File: src/rtl/uart_tx_dev_pkg.sv
// Shared definitions for the UART transmitter peripheral: register offsets,
// CTRL/STATUS bit positions and the TX state encoding.
package uart_tx_dev_pkg;

  localparam logic [1:0] UART_REG_CTRL   = 2'd0;
  localparam logic [1:0] UART_REG_DIV    = 2'd1;
  localparam logic [1:0] UART_REG_DATA   = 2'd2;
  localparam logic [1:0] UART_REG_STATUS = 2'd3;

  localparam int unsigned CTRL_TX_EN  = 0;
  localparam int unsigned CTRL_IRQ_EN = 1;

  localparam int unsigned STAT_BUSY    = 0;
  localparam int unsigned STAT_FULL    = 1;
  localparam int unsigned STAT_EMPTY   = 2;
  localparam int unsigned STAT_OVF     = 3;
  localparam int unsigned STAT_CNT_LSB = 8;

  typedef enum logic [1:0] {
    UART_ST_IDLE  = 2'd0,
    UART_ST_START = 2'd1,
    UART_ST_DATA  = 2'd2,
    UART_ST_STOP  = 2'd3
  } uart_state_e;

  // A zero divider would stall the baud counter, so it is stored as 1.
  function automatic logic [15:0] div_sanitize(input logic [15:0] v);
    return (v == '0) ? 16'd1 : v;
  endfunction

endpackage

File: src/rtl/uart_tx_dev_sync_fifo.sv
// Single-clock FIFO with occupancy count; push while full is accepted only
// when a pop happens in the same cycle.
module sync_fifo #(
  parameter int unsigned WIDTH = 8,
  parameter int unsigned DEPTH = 8
) (
  input  logic                     clk,
  input  logic                     rst_n,
  input  logic                     push,
  input  logic                     pop,
  input  logic [WIDTH-1:0]         wdata,
  output logic [WIDTH-1:0]         rdata,
  output logic [$clog2(DEPTH):0]   count,
  output logic                     full,
  output logic                     empty
);

  localparam int unsigned AW = $clog2(DEPTH);
  localparam int unsigned CW = AW + 1;

  logic [AW-1:0]    wr_ptr_q, wr_ptr_d;
  logic [AW-1:0]    rd_ptr_q, rd_ptr_d;
  logic [CW-1:0]    count_q, count_d;
  logic [WIDTH-1:0] mem_q [DEPTH];
  logic             do_push, do_pop;

  always_comb begin
    do_pop   = pop && (count_q != '0);
    do_push  = push && ((count_q != CW'(DEPTH)) || do_pop);
    wr_ptr_d = wr_ptr_q;
    rd_ptr_d = rd_ptr_q;
    count_d  = count_q;
    if (do_push) wr_ptr_d = wr_ptr_q + AW'(1);
    if (do_pop)  rd_ptr_d = rd_ptr_q + AW'(1);
    case ({do_push, do_pop})
      2'b10:   count_d = count_q + CW'(1);
      2'b01:   count_d = count_q - CW'(1);
      default: count_d = count_q;
    endcase
  end

  always_ff @(posedge clk or negedge rst_n) begin
    if (!rst_n) begin
      wr_ptr_q <= '0;
      rd_ptr_q <= '0;
      count_q  <= '0;
    end else begin
      wr_ptr_q <= wr_ptr_d;
      rd_ptr_q <= rd_ptr_d;
      count_q  <= count_d;
    end
  end

  always_ff @(posedge clk) begin
    if (do_push) mem_q[wr_ptr_q] <= wdata;
  end

  always_comb begin
    rdata = mem_q[rd_ptr_q];
    count = count_q;
    full  = (count_q == CW'(DEPTH));
    empty = (count_q == '0);
  end

endmodule

File: src/rtl/uart_tx_dev.sv
// Memory-mapped 8N1 UART transmitter: register decode, TX FIFO, baud
// counter, shift register and drained-queue level interrupt.
module uart_tx_dev
  import uart_tx_dev_pkg::*;
#(
  parameter int unsigned FIFO_DEPTH  = 8,
  parameter logic [15:0] DEFAULT_DIV = 16'd16
) (
  input  logic        clk,
  input  logic        reset,
  input  logic [29:0] Addr,
  input  logic        WE,
  input  logic [31:0] Din,
  output logic [31:0] Dout,
  output logic        IRQ,
  output logic        txd
);

  localparam int unsigned CW = $clog2(FIFO_DEPTH) + 1;

  uart_state_e   state_q, state_d;
  logic [1:0]    ctrl_q, ctrl_d;
  logic [15:0]   div_q, div_d;
  logic          ovf_q, ovf_d;
  logic [15:0]   period_q, period_d;
  logic [15:0]   baud_q, baud_d;
  logic [2:0]    bit_idx_q, bit_idx_d;
  logic [7:0]    shift_q, shift_d;
  logic          irq_q, irq_d;

  logic [1:0]    sel;
  logic          wr_ctrl, wr_div, wr_data, wr_status;
  logic          fifo_pop, fifo_full, fifo_empty;
  logic [7:0]    fifo_rdata;
  logic [CW-1:0] fifo_count;
  logic          start_ok, launch, baud_end;
  logic [31:0]   status;
  logic          unused_bits;

  sync_fifo #(
    .WIDTH (8),
    .DEPTH (FIFO_DEPTH)
  ) u_fifo (
    .clk   (clk),
    .rst_n (reset),
    .push  (wr_data),
    .pop   (fifo_pop),
    .wdata (Din[7:0]),
    .rdata (fifo_rdata),
    .count (fifo_count),
    .full  (fifo_full),
    .empty (fifo_empty)
  );

  always_comb begin
    unused_bits = ^{Addr[29:2], Din[31:16]};
    sel       = Addr[1:0];
    wr_ctrl   = WE && (sel == UART_REG_CTRL);
    wr_div    = WE && (sel == UART_REG_DIV);
    wr_data   = WE && (sel == UART_REG_DATA);
    wr_status = WE && (sel == UART_REG_STATUS);

    ctrl_d = ctrl_q;
    div_d  = div_q;
    ovf_d  = ovf_q;
    if (wr_ctrl)   ctrl_d = Din[1:0];
    if (wr_div)    div_d  = div_sanitize(Din[15:0]);
    if (wr_status) ovf_d  = 1'b0;
    if (wr_data && fifo_full && !fifo_pop) ovf_d = 1'b1;

    irq_d = ctrl_q[CTRL_IRQ_EN] && fifo_empty && (state_q == UART_ST_IDLE);
  end

  // One launch path serves both IDLE and the end of STOP, so back-to-back
  // frames reload the divider and pop without an idle cycle in between.
  always_comb begin
    state_d   = state_q;
    period_d  = period_q;
    baud_d    = baud_q;
    bit_idx_d = bit_idx_q;
    shift_d   = shift_q;
    fifo_pop  = 1'b0;
    launch    = 1'b0;
    txd       = 1'b1;
    start_ok  = ctrl_q[CTRL_TX_EN] && !fifo_empty;
    baud_end  = (baud_q == '0);

    unique case (state_q)
      UART_ST_IDLE: begin
        launch = start_ok;
      end
      UART_ST_START: begin
        txd = 1'b0;
        if (baud_end) begin
          state_d   = UART_ST_DATA;
          bit_idx_d = '0;
          baud_d    = period_q - 16'd1;
        end else begin
          baud_d = baud_q - 16'd1;
        end
      end
      UART_ST_DATA: begin
        txd = shift_q[0];
        if (baud_end) begin
          baud_d  = period_q - 16'd1;
          shift_d = {1'b0, shift_q[7:1]};
          if (bit_idx_q == 3'd7) state_d = UART_ST_STOP;
          else bit_idx_d = bit_idx_q + 3'd1;
        end else begin
          baud_d = baud_q - 16'd1;
        end
      end
      UART_ST_STOP: begin
        if (baud_end) begin
          if (start_ok) launch = 1'b1;
          else state_d = UART_ST_IDLE;
        end else begin
          baud_d = baud_q - 16'd1;
        end
      end
    endcase

    if (launch) begin
      fifo_pop = 1'b1;
      shift_d  = fifo_rdata;
      period_d = div_q;
      baud_d   = div_q - 16'd1;
      state_d  = UART_ST_START;
    end
  end

  always_ff @(posedge clk or negedge reset) begin
    if (!reset) begin
      state_q   <= UART_ST_IDLE;
      ctrl_q    <= '0;
      div_q     <= DEFAULT_DIV;
      ovf_q     <= 1'b0;
      period_q  <= DEFAULT_DIV;
      baud_q    <= '0;
      bit_idx_q <= '0;
      shift_q   <= '0;
      irq_q     <= 1'b0;
    end else begin
      state_q   <= state_d;
      ctrl_q    <= ctrl_d;
      div_q     <= div_d;
      ovf_q     <= ovf_d;
      period_q  <= period_d;
      baud_q    <= baud_d;
      bit_idx_q <= bit_idx_d;
      shift_q   <= shift_d;
      irq_q     <= irq_d;
    end
  end

  always_comb begin
    status = '0;
    status[STAT_BUSY]  = (state_q != UART_ST_IDLE);
    status[STAT_FULL]  = fifo_full;
    status[STAT_EMPTY] = fifo_empty;
    status[STAT_OVF]   = ovf_q;
    status[STAT_CNT_LSB +: 8] = {{(8-CW){1'b0}}, fifo_count};

    Dout = '0;
    if (reset) begin
      unique case (sel)
        UART_REG_CTRL:   Dout[1:0]  = ctrl_q;
        UART_REG_DIV:    Dout[15:0] = div_q;
        UART_REG_DATA:   Dout       = '0;
        UART_REG_STATUS: Dout       = status;
      endcase
    end
    IRQ = irq_q;
  end

endmodule

File: config.mk
export PLATFORM = sky130hd
export DESIGN_NAME = uart_tx_dev
export DESIGN_NICKNAME = d
export VERILOG_FILES = /design/src/rtl/uart_tx_dev_pkg.sv /design/src/rtl/uart_tx_dev_sync_fifo.sv /design/src/rtl/uart_tx_dev.sv
export SDC_FILE = /design/constraint.sdc
export NUM_CORES = 1
export LEC_CHECK = 0
export ABC_AREA = 0
export BUFFER_PORTS_ARGS = -buffer_cell sky130_fd_sc_hd__buf_2
export CAP_MARGIN = 30
export CORE_MARGIN = 2
export CORE_UTILIZATION = 58
export CTS_CLUSTER_SIZE = 10
export DETAILED_ROUTE_END_ITERATION = 8
export PLACE_DENSITY = 0.8
export SLEW_MARGIN = 30
export SYNTH_ARGS = -nofsm -noshare
export SYNTH_HDL_FRONTEND = slang
export SYNTH_SLANG_ARGS = --single-unit
File: constraint.sdc
create_clock -name clk -period 5.1 [get_ports clk]
set_clock_uncertainty 0.2 [all_clocks]
set_input_delay 0.255 -clock clk [delete_from_list [all_inputs] [get_ports clk]]
set_output_delay 0.255 -clock clk [all_outputs]
set_load 0.05 [all_outputs]
; ---- After elaboration in Yosys (flattened, before gate mapping)
; Memory sizes are Yosys's and may differ from the RTL's.
; Index checks and enable logic that the tools add are counted.
[word_totals]
regBits = 75
ram_bits = 64
inputBits = 65
output_inout_bits = 34
n_memories = 1
[classes]
n_addsub = 8
n_eq_ne = 20
mux = 32
reduce_logical = 33
[memory_table]
columns = memory, depth, word_bits, read_ports, rd_clocked_by_memory_dff, wr, line_no
row1 = u_fifo.mem_q, 8, 8, 1, 0, 1, uart_tx_dev_sync_fifo.sv:24  ; logic [WIDTH-1:0] mem_q [DEPTH];
[op_table]
columns = cell, count
row1 = 2-to-1 mux 16 bit, 5
row2 = "subtractor 16 x 1 -> 16 bit, second input constant", 3
row3 = logical NOT 16 bit, 2
row4 = one-hot mux 16 bit (2 select lines), 1
row5 = one-hot mux 14 bit (2 select lines), 1
row6 = 2-to-1 mux 8 bit, 3
row7 = "inequality test 3 bit, second input constant", 6
row8 = 2-to-1 mux 2 bit, 6
row9 = nonzero test 2 bit, 6
row10 = logical AND 1 bit, 11
row11 = "== test 2 bit, second input constant", 5
row12 = "adder 3 x 1 -> 3 bit, second input constant", 3
row13 = 2-to-1 mux 3 bit, 3
row14 = one-hot mux 2 bit (4 select lines), 1
row15 = one-hot mux 4 bit (2 select lines), 1
row16 = nonzero test 4 bit, 2
row17 = 2-to-1 mux 1 bit, 7
row18 = "== test 2 x 1 -> 1 bit, second input constant", 3
row19 = "inequality test 2 bit, second input constant", 3
row20 = one-hot mux 2 bit (3 select lines), 1
row21 = one-hot mux 3 bit (2 select lines), 1
row22 = AND reduction 6 bit, 1
row23 = "adder 4 x 1 -> 4 bit, second input constant", 1
row24 = "== test 4 bit, second input constant", 1
row25 = other kinds (12), 16

; ---- Logic depth before layout (Yosys ltp)
[logic_depth]
depth_word = 12
mapped_depth = 12
depth_no_buf = 11

; ---- Modules after synthesis
; From an unflattened synthesis, not the netlist that was laid out.
[unflattened]
cells_unflattened = 624
area_unflattened_um2 = 7273.2
[modules_own_cells]
columns = module, n_inst, cells_each, area_per_inst_um2, seq_area_each_um2
row1 = uart_tx_dev, 1, 465, 4150.2, 1629.1
row2 = sync_fifo, 1, 159, 3123.0, 2172.1

; ---- Worst setup path before layout
; OpenSTA, ideal clock, no wires.
[synth_path]
path_type = register to register
from = reg baud_q[4]
to = mem u_fifo.mem_q[2][0], enable pin
setup_ps = 398
t_arrival_ps = 2965
t_required_ps = 4502
path_slack_ps = 1537
stages_incl_launch_ff = 8
path_buffers = 2
synth_period_minus_slack_ps = 3563
cell_sequence = dfrtp_1 nor4_1 and4_1 buf_2 a21o_1 buf_6 o21ai_0 nor4b_1
[synth_via]
elab_chain_len = 9
[synth_lines]
columns = element, line_no
row1 = start: declaration, uart_tx_dev.sv:26  ; logic [15:0] baud_q, baud_d;
row2 = start signal: assignment, uart_tx_dev.sv:149  ; baud_q <= baud_d;
row3 = logical NOT 16 bit, uart_tx_dev.sv:86  ; baud_end = (baud_q == '0);
row4 = 2-to-1 mux 1 bit, uart_tx_dev.sv:114  ; if (baud_end) begin
row5 = one-hot mux 1 bit (2 select lines), uart_tx_dev.sv:88  ; unique case (state_q)
row6 = 2-to-1 mux 1 bit, uart_tx_dev.sv:123  ; if (launch) begin
row7 = logical AND 1 bit, uart_tx_dev_sync_fifo.sv:28  ; do_pop = pop && (count_q != '0);
row8 = logical OR 1 bit, uart_tx_dev_sync_fifo.sv:29  ; do_push = push && ((count_q != CW'(DEPTH)) || do_pop);
row9 = logical AND 1 bit, uart_tx_dev_sync_fifo.sv:29
row10 = 2-to-1 mux 1 bit, uart_tx_dev_sync_fifo.sv:55  ; if (do_push) mem_q[wr_ptr_q] <= wdata;
row11 = 2-to-1 mux 1 bit (implied by the code), uart_tx_dev_sync_fifo.sv:55
row12 = end: declaration, uart_tx_dev_sync_fifo.sv:24
; No other way between the ends.

; ---- Worst setup path in the final report
[layout_path]
from = reg baud_q[0]
to = reg u_fifo.count_q[2] (netlist: u_fifo.count[2])
[layout_via]
elab_chain_len = 9
[layout_lines]
columns = element, line_no
row1 = logical NOT 16 bit (*), uart_tx_dev.sv:86
row2 = 2-to-1 mux 1 bit (*), uart_tx_dev.sv:114
row3 = one-hot mux 1 bit (2 select lines) (*), uart_tx_dev.sv:88
row4 = 2-to-1 mux 1 bit (*), uart_tx_dev.sv:123
row5 = logical AND 1 bit (*), uart_tx_dev_sync_fifo.sv:28
row6 = logical OR 1 bit, uart_tx_dev_sync_fifo.sv:29
row7 = logical AND 1 bit, uart_tx_dev_sync_fifo.sv:29
row8 = == test 2 x 1 -> 1 bit / == test 2 bit (equally long branches), uart_tx_dev_sync_fifo.sv:35  ; case ({do_push, do_pop})
row9 = one-hot mux 4 bit (2 select lines) / nonzero test 2 bit (equally long branches), n/a
row10 = end signal: assignment, uart_tx_dev_sync_fifo.sv:50  ; count_q <= count_d;
row11 = end: declaration, uart_tx_dev_sync_fifo.sv:23  ; logic [CW-1:0] count_q, count_d;
; Every way passes the cells marked *; elsewhere a longest branch is shown, timed or not.
; A chain may end at the register's enable or synchronous reset.

==> summary.md <==
| Metric | Value |
|---|---|
| Fin worst setup slack | `1.42 ns` |
| Crit path buf inv count | `2` |
| CTS root buffer | `clkbuf_16` |
| Worst-path cell with the longest stage delay | `and4_1` |
| Gpl congestion | `0.876` |
| Worst vdd ir | `343 uV` |
| Seq/Total Area, Yosys | `0.534` |
| Slowest stage delay, CP | `0.51 ns` |
| Worst Hold Class | `in2async` |
| Die H | `115 um` |
| Clock Sinks | `139` |
| Ys Warns | `0` |
| Crit path cell chain | `inv_1 > ha_1 > nor4b_1 > and4_1 > a21oi_4 > buf_4 > nor2_1 > xor2_1 > ha_1 > nor4_1 > a31oi_1 > xnor2_1` |
| Via count | `5,338` |
| R2r startpoint | `baud_q[0]` |
| Core area | `0.0120 sq mm` |
| CTS tree | `built` |
| Post-synth cell types | `60` |
| Top delay family on crit path | `simple AND/OR/NAND/NOR gates` |
| Ports | `99` |
| GR Util met1 | `0.377` |
| Layout Nets | `765` |
| GRT busiest layer | `met2` |
| Die area | `0.0132 sq mm` |
| Fmax | `0.272 GHz` |
| Largest net degree at the start of global routing | `50` |
| Min Tclk post-route | `3.68 ns` |
| Critical-path maximum fanout | `49` |
| Layout area overhead | `15.0%` |
| Final hold vios | `0` |
| Setup crit end kind | `flip-flop` |
| I/O Buffers | `38` |
| Largest area contributor in the netlist | `edfxtp_1` |
| Remaining Overflow, GRT | `0` |
| Status | `finished, final reports clean` |
| Clk buf depth | `2` |
| Clock latency on the worst-skew pair | `0.42 ns` |
| Global-route wire length before repair | `27,000 um` |
| H-tree Lvls | `4` |
| Slew Limit Headroom | `0.434` |
| Yosys reg bits | `139` |
| Pre-CTS setup slack | `1.39 ns` |
| Final ANT Viol Nets | `0` |
| Setup Total Neg Slack | `0 ns` |
| PwrDens | `540 mW/mm^2` |
| Worst-path clk slew | `0.06 ns` |
| Syn Area/Cell | `11.3 sq um` |
| Final Cycle Share | `0.722` |
| Synth Instances | `629` |
| Unrepaired setup endpoints after global routing | `no` |
| Startpoint Class | `flip-flop` |
| Synth top area cells | `edfxtp_1 27%, dfrtp_1 26%, mux4_2 5.1%` |
| Most frequent CP cell | `ha_1` |
| Met3 GRT Util | `0.0617` |
| Post-DP HPWL | `11,000 um` |
| Vias in the first global route | `5,145` |
| Drt total wl | `16,900 um` |
| Worst EP required | `5.19 ns` |
| Inserted Clock Buffers | `17` |
| Leakage | `3.25 nW` |
| Final Setup Violations | `0` |
| EDFF count, synth | `64` |
| DIE WIDTH | `115 um` |
| Max_cap viols | `0` |
| Worst r2r path cells | `12` |
| Mapped Area | `0.00712 sq mm` |
| DRT Pass-1 Iters | `5` |
| Least-Margin Pin Slew | `0.846 ns` |
| Ys flop type | `dfrtp_1` |
| Starting Density | `0.593` |
| R2r setup slk | `1.42 ns` |
| Initial drt markers | `519` |
| Fin. max-slew vios | `0` |
| Drt wl/cell | `20.0 um` |
| Initial antenna violation count | `0` |
| Post-synth ARST share | `0.540` |
| Post-cts resize count | `0` |
| Share of post-route cells with drive strength above 1 | `0.183` |
| Post-synth top area share | `0.270` |
| Met2 usage | `0.427` |
| Worst path arrival time | `3.77 ns` |
| # DRC | `0` |
| R2R Path End | `u_fifo.count[2]` |
| # rows | `40` |
| Total GRT Usage | `0.271` |
| Drt via density | `6.31` |
| Kind of critical path | `reg2reg` |
| N_diodes | `0` |
cell type report:
cell class | count | area (sq um)
clock buffers | 20 | 457
clock inverters | 12 | 160
fillers | 811 | 3820
inverters | 12 | 45.0
multi-input cells | 448 | 3070
flip-flops and latches | 139 | 3800
well taps | 147 | 184
repair buffers | 68 | 465
flip-flops by register name, indices dropped and copies added, names as in the netlist:
| signal | flops |
|---|---|
| u_fifo.count | 4 |
| period_q | 16 |
| u_fifo.mem_q | 64 |
| ctrl_q | 2 |
| baud_q | 16 |
| IRQ | 1 |
| ovf_q | 1 |
| shift_q | 8 |
| div_q | 16 |
| bit_idx_q | 3 |
| state_q | 2 |
| u_fifo.rd_ptr_q | 3 |
| u_fifo.wr_ptr_q | 3 |
logic make-up (layout without fill, tap and decap cells):
family,after synthesis,in the layout,share of synthesized area
AOI/OAI and AO/OA,106,106,0.0991
adders and majority gates,14,14,0.0246
and+or+nand+nor,238,238,0.166
buffers and inverters,57,112,0.0455
other,1,16,0.000527
xor gates and xnor gates,32,32,0.0394
muxes,42,42,0.0905
DFF,139,139,0.534
report_power, final:
part           switching [W]  internal, W
registers           0.000381      0.00142
clock network       0.000476     0.000800
logic               0.000766     0.000576
worst max-delay path by stage:
stage	slack [ns]	depth (start not counted)	from	to
3_5_place_dp	1.39	10	u_fifo.count[2]	u_fifo.count[2]
6_report	1.42	12	baud_q[0]	u_fifo.count[2]
5_1_grt	1.15	12	baud_q[0]	u_fifo.count[2]
4_1_cts	1.25	10	u_fifo.count[2]	u_fifo.count[2]
3_3_place_gp	1.42	10	u_fifo.count[2]	u_fifo.count[2]
2_1_floorplan	1.54	7	baud_q[4]	u_fifo.mem_q[2][0]
cells in the final DEF, fill, tap and decap left out, types with 16 or more instances in the layout:
| cell | count |
|---|---|
| edfxtp_1 | 64 |
| o21ai_0 | 21 |
| xnor2_1 | 22 |
| mux4_2 | 16 |
| clkbuf_16 | 17 |
| conb_1 | 16 |
| a21oi_1 | 16 |
| nand2_1 | 94 |
| nor2_1 | 38 |
| mux2_2 | 19 |
| dfrtp_1 | 72 |
| dlygate4sd3_1 | 19 |
| nor4_1 | 19 |
| buf_2 | 37 |
Yosys cell counts (9+ instances only):
cell type and instances:
a211oi_1 10, a21oi_1 18, a31oi_1 14, and2_1 10, buf_4 17, clkbuf_1 20
dfrtp_1 73, edfxtp_1 64, ha_1 14, inv_1 12, mux2_2 19, mux4_2 16
nand2_1 94, nand3_1 9, nor2_1 38, nor2b_1 10, nor3_1 14, nor4_1 19
o21ai_0 21, xnor2_1 22, xor2_1 10
through the flow:
step                 util  cell area (sq um)  cells  power [W]  hold slack [ns]
floorplan               -               7180    644    0.00278           -0.241
global placement    0.613               7370    795    0.00302           0.0204
detailed placement  0.613               7370    795    0.00309           0.0326
CTS                 0.681               8180    846    0.00439            0.133
global route        0.682               8190    846    0.00465            0.164
finish              0.682               8190    846    0.00442            0.120
layer usage:
metal / routed length [um] / vias up
met2: 8150 / 267
met3: 1170 / 41
met1: 7200 / 2620
met4: 388 / 0
met5: 0 / -
li1: - / 2410
what timing repair did:
| action | 4_1_cts | 5_1_grt |
|---|---|---|
| hold buffers | 19 | 0 |
| endpoints found under the hold margin | 102 | 0 |
| buffers inserted | 0 | 0 |
Power figures use the tool's default switching activity.
